<file path="config.mk">
export PLATFORM = sky130hd
export DESIGN_NAME = fetch_unit
export DESIGN_NICKNAME = d
export VERILOG_FILES = /design/src/rtl/fetch_unit.sv
export SDC_FILE = /design/constraint.sdc
export NUM_CORES = 1
export LEC_CHECK = 0
export ABC_AREA = 1
export ABC_CLOCK_PERIOD_IN_PS = 2500
export CAP_MARGIN = 5
export CORE_MARGIN = 2
export CORE_UTILIZATION = 40
export CTS_CLUSTER_DIAMETER = 40
export CTS_CLUSTER_SIZE = 28
export DETAILED_ROUTE_END_ITERATION = 6
export GPL_TIMING_DRIVEN = 0
export PLACE_DENSITY_LB_ADDON = 0.05
export SETUP_SLACK_MARGIN = 0.05
export SLEW_MARGIN = 20
export SYNTH_ARGS = -nofsm -noshare
export SYNTH_HDL_FRONTEND = slang
export SYNTH_SLANG_ARGS = --single-unit
</file>
<file path="constraint.sdc">
create_clock -name clk -period 2.5 [get_ports clk]
set_clock_uncertainty 0.1 [all_clocks]
set_input_delay 0.5 -clock clk [delete_from_list [all_inputs] [get_ports clk]]
set_output_delay 0.5 -clock clk [all_outputs]
set_load 0.02 [all_outputs]
</file>
<file path="src/rtl/fetch_unit.sv">
// fetch_unit: program counter, imem request sequencer and ir/imm capture.
// Define FETCH_ICOUNT_EN to add the icount output (captured ir words).
module fetch_unit #(
  parameter int BUS_WIDTH = 16,
  parameter int ADDR_W    = 8,
  parameter int IMEM_LAT  = 1
) (
  input  logic                 clk,
  input  logic                 reset,
  input  logic                 enable,
  input  logic                 imem_read,
  input  logic                 imm_sel,
  input  logic                 pc_inc,
  input  logic                 jump,
  input  logic                 alu_zero,
  input  logic [BUS_WIDTH-1:0] imem_rdata,
  output logic [ADDR_W-1:0]    imem_addr,
  output logic                 imem_en,
  output logic [BUS_WIDTH-1:0] ir,
  output logic [BUS_WIDTH-1:0] imm,
  output logic [ADDR_W-1:0]    pc,
  output logic                 busy,
  output logic                 pc_wrap,
`ifdef FETCH_ICOUNT_EN
  output logic [15:0]          icount,
`endif
  output logic                 overrun
);

  typedef enum logic [1:0] {
    S_IDLE,
    S_ISSUE,
    S_WAIT,
    S_CAPTURE
  } state_t;

  localparam logic [1:0] CNT_LAST = 2'(IMEM_LAT - 1);

  state_t            state;
  state_t            state_n;
  logic [1:0]        cnt;
  logic [1:0]        cnt_n;
  logic              dest;
  logic              req;
  logic              cap;
  logic              ovr_set;
  logic              take_jump;
  logic              wrap_set;
  logic [ADDR_W-1:0] pc_n;

  always_comb begin
    state_n = state;
    cnt_n   = cnt;
    req     = 1'b0;
    cap     = 1'b0;
    unique case (state)
      S_IDLE: begin
        if (imem_read) begin
          req     = 1'b1;
          state_n = S_ISSUE;
        end
      end
      S_ISSUE: begin
        cnt_n   = '0;
        state_n = (IMEM_LAT == 1) ? S_CAPTURE : S_WAIT;
      end
      S_WAIT: begin
        cnt_n = cnt + 2'd1;
        if (cnt_n == CNT_LAST)
          state_n = S_CAPTURE;
      end
      S_CAPTURE: begin
        cap     = 1'b1;
        state_n = S_IDLE;
      end
      default: state_n = S_IDLE;
    endcase
  end

  assign busy    = (state == S_ISSUE) || (state == S_WAIT);
  assign imem_en = enable && (state == S_ISSUE);
  assign ovr_set = imem_read && (state != S_IDLE);

  // jump target is the registered imm; a same-edge capture is not seen
  assign take_jump = jump && !alu_zero;

  always_comb begin
    pc_n     = pc;
    wrap_set = 1'b0;
    if (pc_inc) begin
      unique case (1'b1)
        take_jump: begin
          pc_n = imm[ADDR_W-1:0];
        end
        !take_jump: begin
          pc_n     = pc + ADDR_W'(1);
          wrap_set = &pc;
        end
      endcase
    end
  end

  always_ff @(posedge clk or posedge reset) begin
    if (reset) begin
      state <= S_IDLE;
      cnt   <= '0;
    end else if (enable) begin
      state <= state_n;
      cnt   <= cnt_n;
    end
  end

  always_ff @(posedge clk or posedge reset) begin
    if (reset) begin
      imem_addr <= '0;
      dest      <= 1'b0;
      ir        <= '0;
      imm       <= '0;
      pc        <= '0;
      pc_wrap   <= 1'b0;
      overrun   <= 1'b0;
    end else if (enable) begin
      pc <= pc_n;
      if (req) begin
        imem_addr <= pc;
        dest      <= imm_sel;
      end
      if (cap && !dest)
        ir <= imem_rdata;
      if (cap && dest)
        imm <= imem_rdata;
      if (wrap_set)
        pc_wrap <= 1'b1;
      if (ovr_set)
        overrun <= 1'b1;
    end
  end

`ifdef FETCH_ICOUNT_EN
  always_ff @(posedge clk or posedge reset) begin
    if (reset)
      icount <= '0;
    else if (enable && cap && !dest)
      icount <= icount + 16'd1;
  end
`endif

endmodule
</file>
== After elaboration in Yosys (flattened, before gate mapping) ==
Index checks and enable logic that the tools add are counted.
Word-level totals
  logic and storage cells: 48
  bits of input ports: 24
  flip-flop bits (word level): 55
  output and inout port bits: 52
Operators by class
  mux-type cells: 10
  eq/ne operators: 5
  reductions and logical operators: 22
  add/sub/neg operators: 2
Operators by type and width (count)
  $pmux W8 S2: 1
  $reduce_and A2 Y1: 7
  $add A8 B1 Y8 const B: 1
  $pmux W2 S4: 1
  $reduce_and A8 Y1: 1
  $logic_and A1 B1 Y1: 5
  $mux W1: 5
  $eq A2 B2 Y1 const B: 2
  $logic_not A2 Y1: 2
  $mux W2: 2
  $ne A2 B2 Y1 const B: 2
  $pmux W2 S2: 1
  $reduce_bool A2 Y1: 2
  $logic_not A1 Y1: 3
  $reduce_and A3 Y1: 1
  $add A2 B1 Y2 const B: 1
  $eq A2 B1 Y1 const B: 1
  $logic_or A1 B1 Y1: 1

== Depth between registers and ports, before layout ==
Gate-level depths: netlist of run 1.
  depth after elaboration: 5
  depth in mapped cells: 8

== Worst setup path before layout of run 1 ==
Ideal clock, no wire load.
  kind: register -> output
  from: reg state[0]
  to: out busy
  arrival time: 0.839 ns
  stages on the path, launching flop included: 3
  path buffers: 0
  path slack: 1.061 ns
  cell sequence: dfrtp_1 -> inv_1 -> ha_1
On the way
  longest elaborated chain between the ends: 2
  elaborated cells on any way between the ends: 3
  classes of those cells: eq/ne: 2; reduce/logical: 1
RTL lines
  from (decl): line 39  | state_t state;
  from (signal assigned): line 108  | state <= state_n;
  $eq A2 B1 Y1 / $eq A2 B2 Y1 (equally long branches): line 80  | assign busy = (state == S_ISSUE) || (state == S_WAIT);
  $logic_or A1 B1 Y1 *: line 80
  to (decl): line 22  | output logic busy,
Every way passes the cells marked *; elsewhere a longest branch is shown, timed or not.

== Worst setup path after layout of run 1 ==
Ends and elaborated chain as after synthesis.

==> metrics.md, run 1 <==
| Metric | Value |
|---|---|
| Row Count | `28` |
| Slew Viols, Final | `0` |
| Placeable core area | `between 5000 and 6000 sq um` |
| Startpoint Class | `flip-flop` |
| Skew-Pair Late Insertion Delay | `just over 0.3 ns` |
| Total global routing overflow | `0` |
| Fin nets | `382` |
| RSZ-0062 raised after global routing | `false` |
| Die Span Y | `82.4 um` |
| Fill count | `between 500 and 600` |
| Post-synth EDFFs | `0` |
| Final Hold Viols | `0` |
| DR pass1 iterations | `4` |
| Depth of the CTS H-tree | `2` |
| Tcrit/Tclk final | `94.7%` |
| Cells taking the most area after synthesis | `dfrtp_1, nand2_1, o21ai_0, inv_1, ha_1` |
| Largest area contributor in the netlist | `dfrtp_1` |
| Fmax | `0.422 GHz` |
| Final ANT Viol Nets | `0` |
| Post-layout min period | `approximately 2.4 ns` |
| Clk buf depth | `2` |
| # hold bufs at CTS | `0` |
| Syn_nets | `approximately 300` |
| Post-Layout Cell Count | `roughly 430` |
| Routability cong. | `about 0.75` |
| WS Path Type | `flip-flop to output port` |
| Cells after Synth | `271` |
| Placed insts | `420` |
| MaxCap Viol Count | `0` |
| Avg Cell Area, Syn | `between 9 and 10 sq um` |
| Largest net degree at the start of global routing | `56` |
| Worst R2R Path Depth | `4` |
| Drc violations | `0` |
| Detailed Route Iter0 Violations | `84` |
| CTS tree | `yes` |
| P&R area growth vs syn | `39.4%` |
| Sequential area share after synthesis | `between 50% and 60%` |
| Share of layout cells above drive strength 1 | `9.07%` |
| Netlist cell types | `27` |
| Starting density of the core | `about two fifths` |
| Post-DP HPWL | `around 3900 um` |
| Root Buffer Master | `clkbuf_8` |
| Initial antenna violation count | `0` |
| Arrival time worst endpoint | `roughly 1.8 ns` |
| Clock Pin Slew Worst Setup and Hold Paths | `roughly 0.090 ns` |
| Post-DR wirelength/cell | `approximately 13 um` |
| Worst flop-to-flop path startpoint | `state[0]` |
| First-pass GRT wire length | `around 9000 um` |
| Die area | `6790 sq um` |
| Number of setup violations in the final report | `0` |
| Status | `finished, final reports clean` |
| Total clock sinks | `55` |
| Top-area cell type share of the netlist area | `a little under three fifths` |
| ANT cells | `0` |
| Number of global-route vias before repair | `around 1900` |
| CP Launch Point | `state[0]` |
| Internal reg-to-reg setup slack | `0.91 ns` |
| Top_reg_cell synth | `dfrtp_1` |
| IO Pins | `76` |
| Async SR Flop Fraction | `100%` |
| VDD IR max | `581 uV` |
| Yosys warnings | `0` |
| WL final | `around 5500 um` |
| Setup tns final | `0 ns` |
| Synth Cell Area | `~2500 sq um` |
| HP Class | `flip-flop to flip-flop` |
| CTS-repair resized insts | `0` |
| Pwr Total | `approximately 4200 uW` |
| Vias/cell | `~4.6` |
| Power density over the cells | `about 1200 nW/um^2` |
| P_leak | `0.00165 uW` |
| Slew @ Worst Pin | `0.676 ns` |
| Required time worst endpoint | `1.90 ns` |
| FF-to-FF End | `imm[15]` |
| Total CTS buffers | `5` |
| Port Buffers | `74` |
| Crit path to | `busy` |
| Post-CTS setup buffer count | `0` |
| Setup crit end kind | `output port` |
| Most numerous cell in the Yosys netlist | `nand2_1` |
| Max-slew headroom | `54.9%` |
| Yosys reg bits | `55` |
| Die W | `just over 80 um` |
| Via Count | `1976` |
| Synth top cells by count | `nand2_1, dfrtp_1, o21ai_0` |
| Fin Hold WS | `~0.37 ns` |
| Total track usage | `approximately 17%` |
| Crit-path max FO | `4` |
power by group:
group          switching [uW]  total [uW]  internal (uW)  leakage [uW]
Sequential                272        1540           1270      0.000678
Clock                     292         693            401     0.0000654
Combinational            1040        1960            920      0.000906
Total                    1600        4190           2590       0.00165
state kept, by name, indices dropped and copies added (netlist names):
| signal | count |
|---|---|
| cnt | 2 |
| overrun | 1 |
| pc | 8 |
| pc_wrap | 1 |
| imem_addr | 8 |
| ir | 16 |
| state | 2 |
| imm | 16 |
| dest | 1 |
metrics by stage:
| step | util, % | setup slack (ns) | instance area (sq um) |
|---|---|---|---|
| detailed placement | 55.7 | 0.466 | 3300 |
| global placement | 55.6 | -0.514 | 3290 |
| finish | 57.9 | 0.132 | 3430 |
| floorplan | - | 0.557 | 2460 |
| global route | 57.9 | 0.0513 | 3430 |
| CTS | 57.9 | 0.117 | 3430 |
worst min-delay path by stage:
stage	from	end	slack, ns	cells after the start
detailed placement	overrun	overrun	0.36	1
floorplan	cnt[1]	cnt[1]	0.36	2
CTS	overrun	overrun	0.38	1
finish	overrun	overrun	0.37	1
global route	overrun	overrun	0.41	1
global placement	overrun	overrun	0.35	1
kinds of logic (layout without fill, tap and decap cells):
| logic type | Yosys count | count (layout) | share of synthesized area (%) |
|---|---|---|---|
| and+or+nand+nor | 99 | 99 | 18.3 |
| AOI/OAI and AO/OA | 60 | 60 | 12.8 |
| DFF | 55 | 55 | 56.0 |
| buffers and inverters | 48 | 130 | 8.55 |
| adders and majority gates | 6 | 6 | 3.05 |
| muxes | 3 | 3 | 1.37 |
final cells by class:
| type | instances | area [sq um] | share of cell area, % |
|---|---|---|---|
| buffer | 10 | 67.6 | 1.97 |
| tap | 75 | 93.8 | 2.74 |
| sequential | 55 | 1380 | 40.1 |
| timing repair buffer | 74 | 741 | 21.6 |
| clock buffer | 6 | 72.6 | 2.12 |
| multi-input combinational | 168 | 872 | 25.4 |
| clock inverter | 2 | 60.1 | 1.75 |
| inverter | 38 | 145 | 4.23 |
layer usage:
metal / track usage (%) / vias up / wire length [um]
li1: - / 1017 / -
met1: 23.2 / 904 / 2620
met2: 27.1 / 50 / 2410
met3: 6.20 / 5 / 371
met4: 5.00 / 0 / 67
met5: 0 / - / 0
layout by cell type, fill, tap and decap left out, types with 2 or more instances in the layout:
cell / Yosys / final
clkbuf_8: 0 / 5
inv_2: 2 / 2
bufinv_16: 0 / 2
nand2_1: 72 / 72
nand3_1: 7 / 7
buf_6: 3 / 3
ha_1: 6 / 6
o21ai_0: 45 / 45
a21oi_1: 5 / 5
buf_2: 5 / 5
nand3_4: 2 / 2
mux2_2: 3 / 3
o21ai_1: 5 / 5
a31o_2: 2 / 2
clkbuf_1: 1 / 2
inv_1: 36 / 35
dfrtp_1: 55 / 55
clkdlybuf4s50_1: 0 / 74
nor2_1: 11 / 11
worst max-delay path: stages, from the launching register on:
cell and delay [ns]:
dfrtp_1 0.42, inv_1 0.08, ha_1 0.35, clkdlybuf4s50_1 0.62
(Power assumes the default switching activity.)
==> run 2, diff against run 1 <==
--- a/config.mk
+++ b/config.mk
@@ -8,7 +8,7 @@
 export ABC_AREA = 1
 export ABC_CLOCK_PERIOD_IN_PS = 2500
 export CAP_MARGIN = 5
-export CORE_MARGIN = 2
+export CORE_MARGIN = 3
 export CORE_UTILIZATION = 40
 export CTS_CLUSTER_DIAMETER = 40
 export CTS_CLUSTER_SIZE = 28
==> run 2 against run 1 <==
Effect of this change: critical path depth stayed put; cell area is 1.4% lower; fmax is 0.45% higher; register-to-register slack better by 0.03 ns; clock power is 29% lower; worst setup slack better by 0.011 ns; final cell count is 0.93% lower; core utilization is 1.3 points higher; combinational power hardly changed; first-iteration DRC count is 12% lower; critical path type unchanged; largest cell class unchanged.
==> metrics.md, run 2 (same netlist as run 1, synthesis figures left out) <==
| Metric | Value |
|---|---|
| Combinational Power Share | `49.1% (was 46.7%)` |
| Share of layout cells above drive strength 1 | `9.09% (was 9.07%)` |
| Post-DP HPWL | `4060 um (was 3940 um)` |
| Critical Path Slowest Stage Cell | `clkdlybuf4s50_1 (unchanged)` |
| WL final | `5540 um (was 5470 um)` |
| Root Buffer Master | `clkbuf_8 (unchanged)` |
| IO Pins | `76 (unchanged)` |
| RSZ-0062 raised after global routing | `false (unchanged)` |
| Post-layout min period | `2.36 ns (was 2.37 ns)` |
| Clk buf depth | `2 (unchanged)` |
| Setup tns final | `0 ns (unchanged)` |
| Grt met1 use | `21.7% (was 23.2%)` |
| Post-DR wirelength/cell | `13.1 um (was 12.8 um)` |
| Gr busiest metal | `met2 (unchanged)` |
| Total CTS buffers | `5 (unchanged)` |
| Initial antenna violation count | `0 (unchanged)` |
| MaxCap Viol Count | `0 (unchanged)` |
| Final Util | `59.2% (was 57.9%)` |
| Post-CTS setup buffer count | `0 (unchanged)` |
| Startpoint Class | `flip-flop (unchanged)` |
| Critical path, cell by cell | `inv_1 > ha_1 > clkdlybuf4s50_1 (unchanged)` |
| Switching power | `1590 uW (was 1600 uW)` |
| Clock network fraction of design power | `12.4% (was 16.5%)` |
| Power density over the cells | `1180 nW/um^2 (was 1220 nW/um^2)` |
| Total clock sinks | `55 (unchanged)` |
| Fin nets | `382 (unchanged)` |
| Final Hold Viols | `0 (unchanged)` |
| FF-to-FF End | `imm[5] (was imm[15])` |
| Die W | `84.4 um (was 82.4 um)` |
| Total global routing overflow | `0 (unchanged)` |
| Worst flop-to-flop path startpoint | `state[0] (unchanged)` |
| Crit-path max FO | `4 (unchanged)` |
| Status | `finished, final reports clean (unchanged)` |
| Largest registers | `imm x16, ir x16 (unchanged)` |
| Drc violations | `0 (unchanged)` |
| Switching power share of the total | `39.7% (was 38.2%)` |
| CTS-repair resized insts | `0 (unchanged)` |
| ANT cells | `0 (unchanged)` |
| Max-slew headroom | `54.5% (was 54.9%)` |
| P&R area growth vs syn | `37.5% (was 39.4%)` |
| Number of setup violations in the final report | `0 (unchanged)` |
| Slew @ Worst Pin | `0.682 ns (was 0.676 ns)` |
| Depth of the CTS H-tree | `2 (unchanged)` |
| HP Class | `flip-flop to flip-flop (unchanged)` |
| Detailed Route Iter0 Violations | `74 (was 84)` |
| Most frequent cells in the layout | `clkdlybuf4s50_1, nand2_1, dfrtp_1 (unchanged)` |
| Worst R2R Path Depth | `4 (unchanged)` |
| Setup crit end kind | `output port (unchanged)` |
| Via Count | `1968 (was 1976)` |
| P_leak | `0.00163 uW (was 0.00165 uW)` |
| Register Area | `1380 sq um (unchanged)` |
| Skew-Pair Late Insertion Delay | `0.30 ns (was 0.31 ns)` |
| # hold bufs at CTS | `0 (unchanged)` |
| Met3 usage | `5.20% (was 6.20%)` |
| Multi-input logic area | `872 sq um (unchanged)` |
| Placeable core area | `5710 sq um (was 5920 sq um)` |
| Internal | `2410 uW (was 2590 uW)` |
| Max incr delay on CP | `0.62 ns (about the same)` |
| Vias/cell | `4.64 (was 4.62)` |
| Fmax | `0.424 GHz (was 0.422 GHz)` |
| Die Span Y | `84.4 um (was 82.4 um)` |
| Pwr Total | `3990 uW (was 4190 uW)` |
| First-pass GRT wire length | `9480 um (was 9000 um)` |
| Die area | `7120 sq um (was 6790 sq um)` |
| Commonest non-fill, non-tap cell in the layout | `clkdlybuf4s50_1 (unchanged)` |
| Fill count | `515 (was 559)` |
| Required time worst endpoint | `1.90 ns (about the same)` |
| CTS tree | `yes (unchanged)` |
| Number of global-route vias before repair | `1977 (was 1884)` |
| Sequential share of power | `38.6% (was 36.8%)` |
| Internal reg-to-reg setup slack | `0.94 ns (was 0.91 ns)` |
| CP Launch Point | `state[0] (unchanged)` |
| GR Util met2 | `26.0% (was 27.1%)` |
| Starting density of the core | `43.1% (was 41.5%)` |
| Final ANT Viol Nets | `0 (unchanged)` |
| Crit path to | `busy (unchanged)` |
| Row Count | `27 (was 28)` |
| Routability cong. | `0.769 (was 0.750)` |
| VDD IR max | `569 uV (was 581 uV)` |
| WS Path Type | `flip-flop to output port (unchanged)` |
| DR pass1 iterations | `4 (unchanged)` |
| Tcrit/Tclk final | `94.3% (was 94.7%)` |
| Total track usage | `16.4% (was 17.5%)` |
| Clock Pin Slew Worst Setup and Hold Paths | `0.09 ns (about the same)` |
| Largest net degree at the start of global routing | `56 (unchanged)` |
| Port Buffers | `74 (unchanged)` |
| Arrival time worst endpoint | `1.76 ns (was 1.77 ns)` |
| Slew Viols, Final | `0 (unchanged)` |
-- run 2: cell types whose count changed in the layout (fill, tap and decap cells not counted) --
cell,previous run,this run
bufinv_16,2,0
clkbuf_8,5,6
clkinv_2,0,1
clkbuf_1,2,1
-- run 2: final cells by class --
cell class / count / share of cell area [%]
Clock inverter: 1 / 0.148
Buffer: 10 / 2.00
Tap cell: 72 / 2.67
Timing Repair Buffer: 74 / 21.9
Clock buffer: 6 / 2.44
Multi-Input combinational cell: 168 / 25.8
Sequential cell: 55 / 40.7
Inverter: 38 / 4.29
-- run 2: routing by layer --
layer,vias to the layer above,routed length [um]
met3,8,367
li1,1015,-
met1,891,2570
met5,-,0
met4,0,78
met2,54,2530
-- run 2: how the worst min path moves through the flow --
stage | from | end | slack, ns | depth (start not counted)
2_1_floorplan | cnt[1] | cnt[1] | 0.36 | 2
3_3_place_gp | overrun | overrun | 0.35 | 1
3_5_place_dp | overrun | overrun | 0.36 | 1
4_1_cts | overrun | overrun | 0.39 | 1
5_1_grt | overrun | overrun | 0.41 | 1
6_report | overrun | overrun | 0.38 | 1
-- run 2: worst max-delay path, delay by kind of cell (launching register included) --
| kind | cells | cell delay, ns |
|---|---|---|
| DFF | 1 | 0.41 |
| buffers and inverters | 2 | 0.70 |
| adders and majority gates | 1 | 0.34 |
-- run 2: through the flow --
stage | setup WS [ns] | area (sq um) | hold WS (ns) | std cells
after floorplan | 0.557 | 2460 | 0.357 | 271
after CTS | 0.126 | 3380 | 0.385 | 424
after global routing | 0.0822 | 3380 | 0.414 | 424
after global placement | -0.491 | 3290 | 0.354 | 417
after detailed placement | 0.494 | 3290 | 0.364 | 417
final | 0.142 | 3380 | 0.382 | 424
-- run 2: power groups by stage --
stage,Combinational (uW),Clock [uW],Sequential (uW)
after global routing,2140,542,1600
after CTS,1990,517,1540
after detailed placement,1980,0,1550
final,1960,495,1540
after floorplan,638,0,1940
after global placement,1960,0,1540
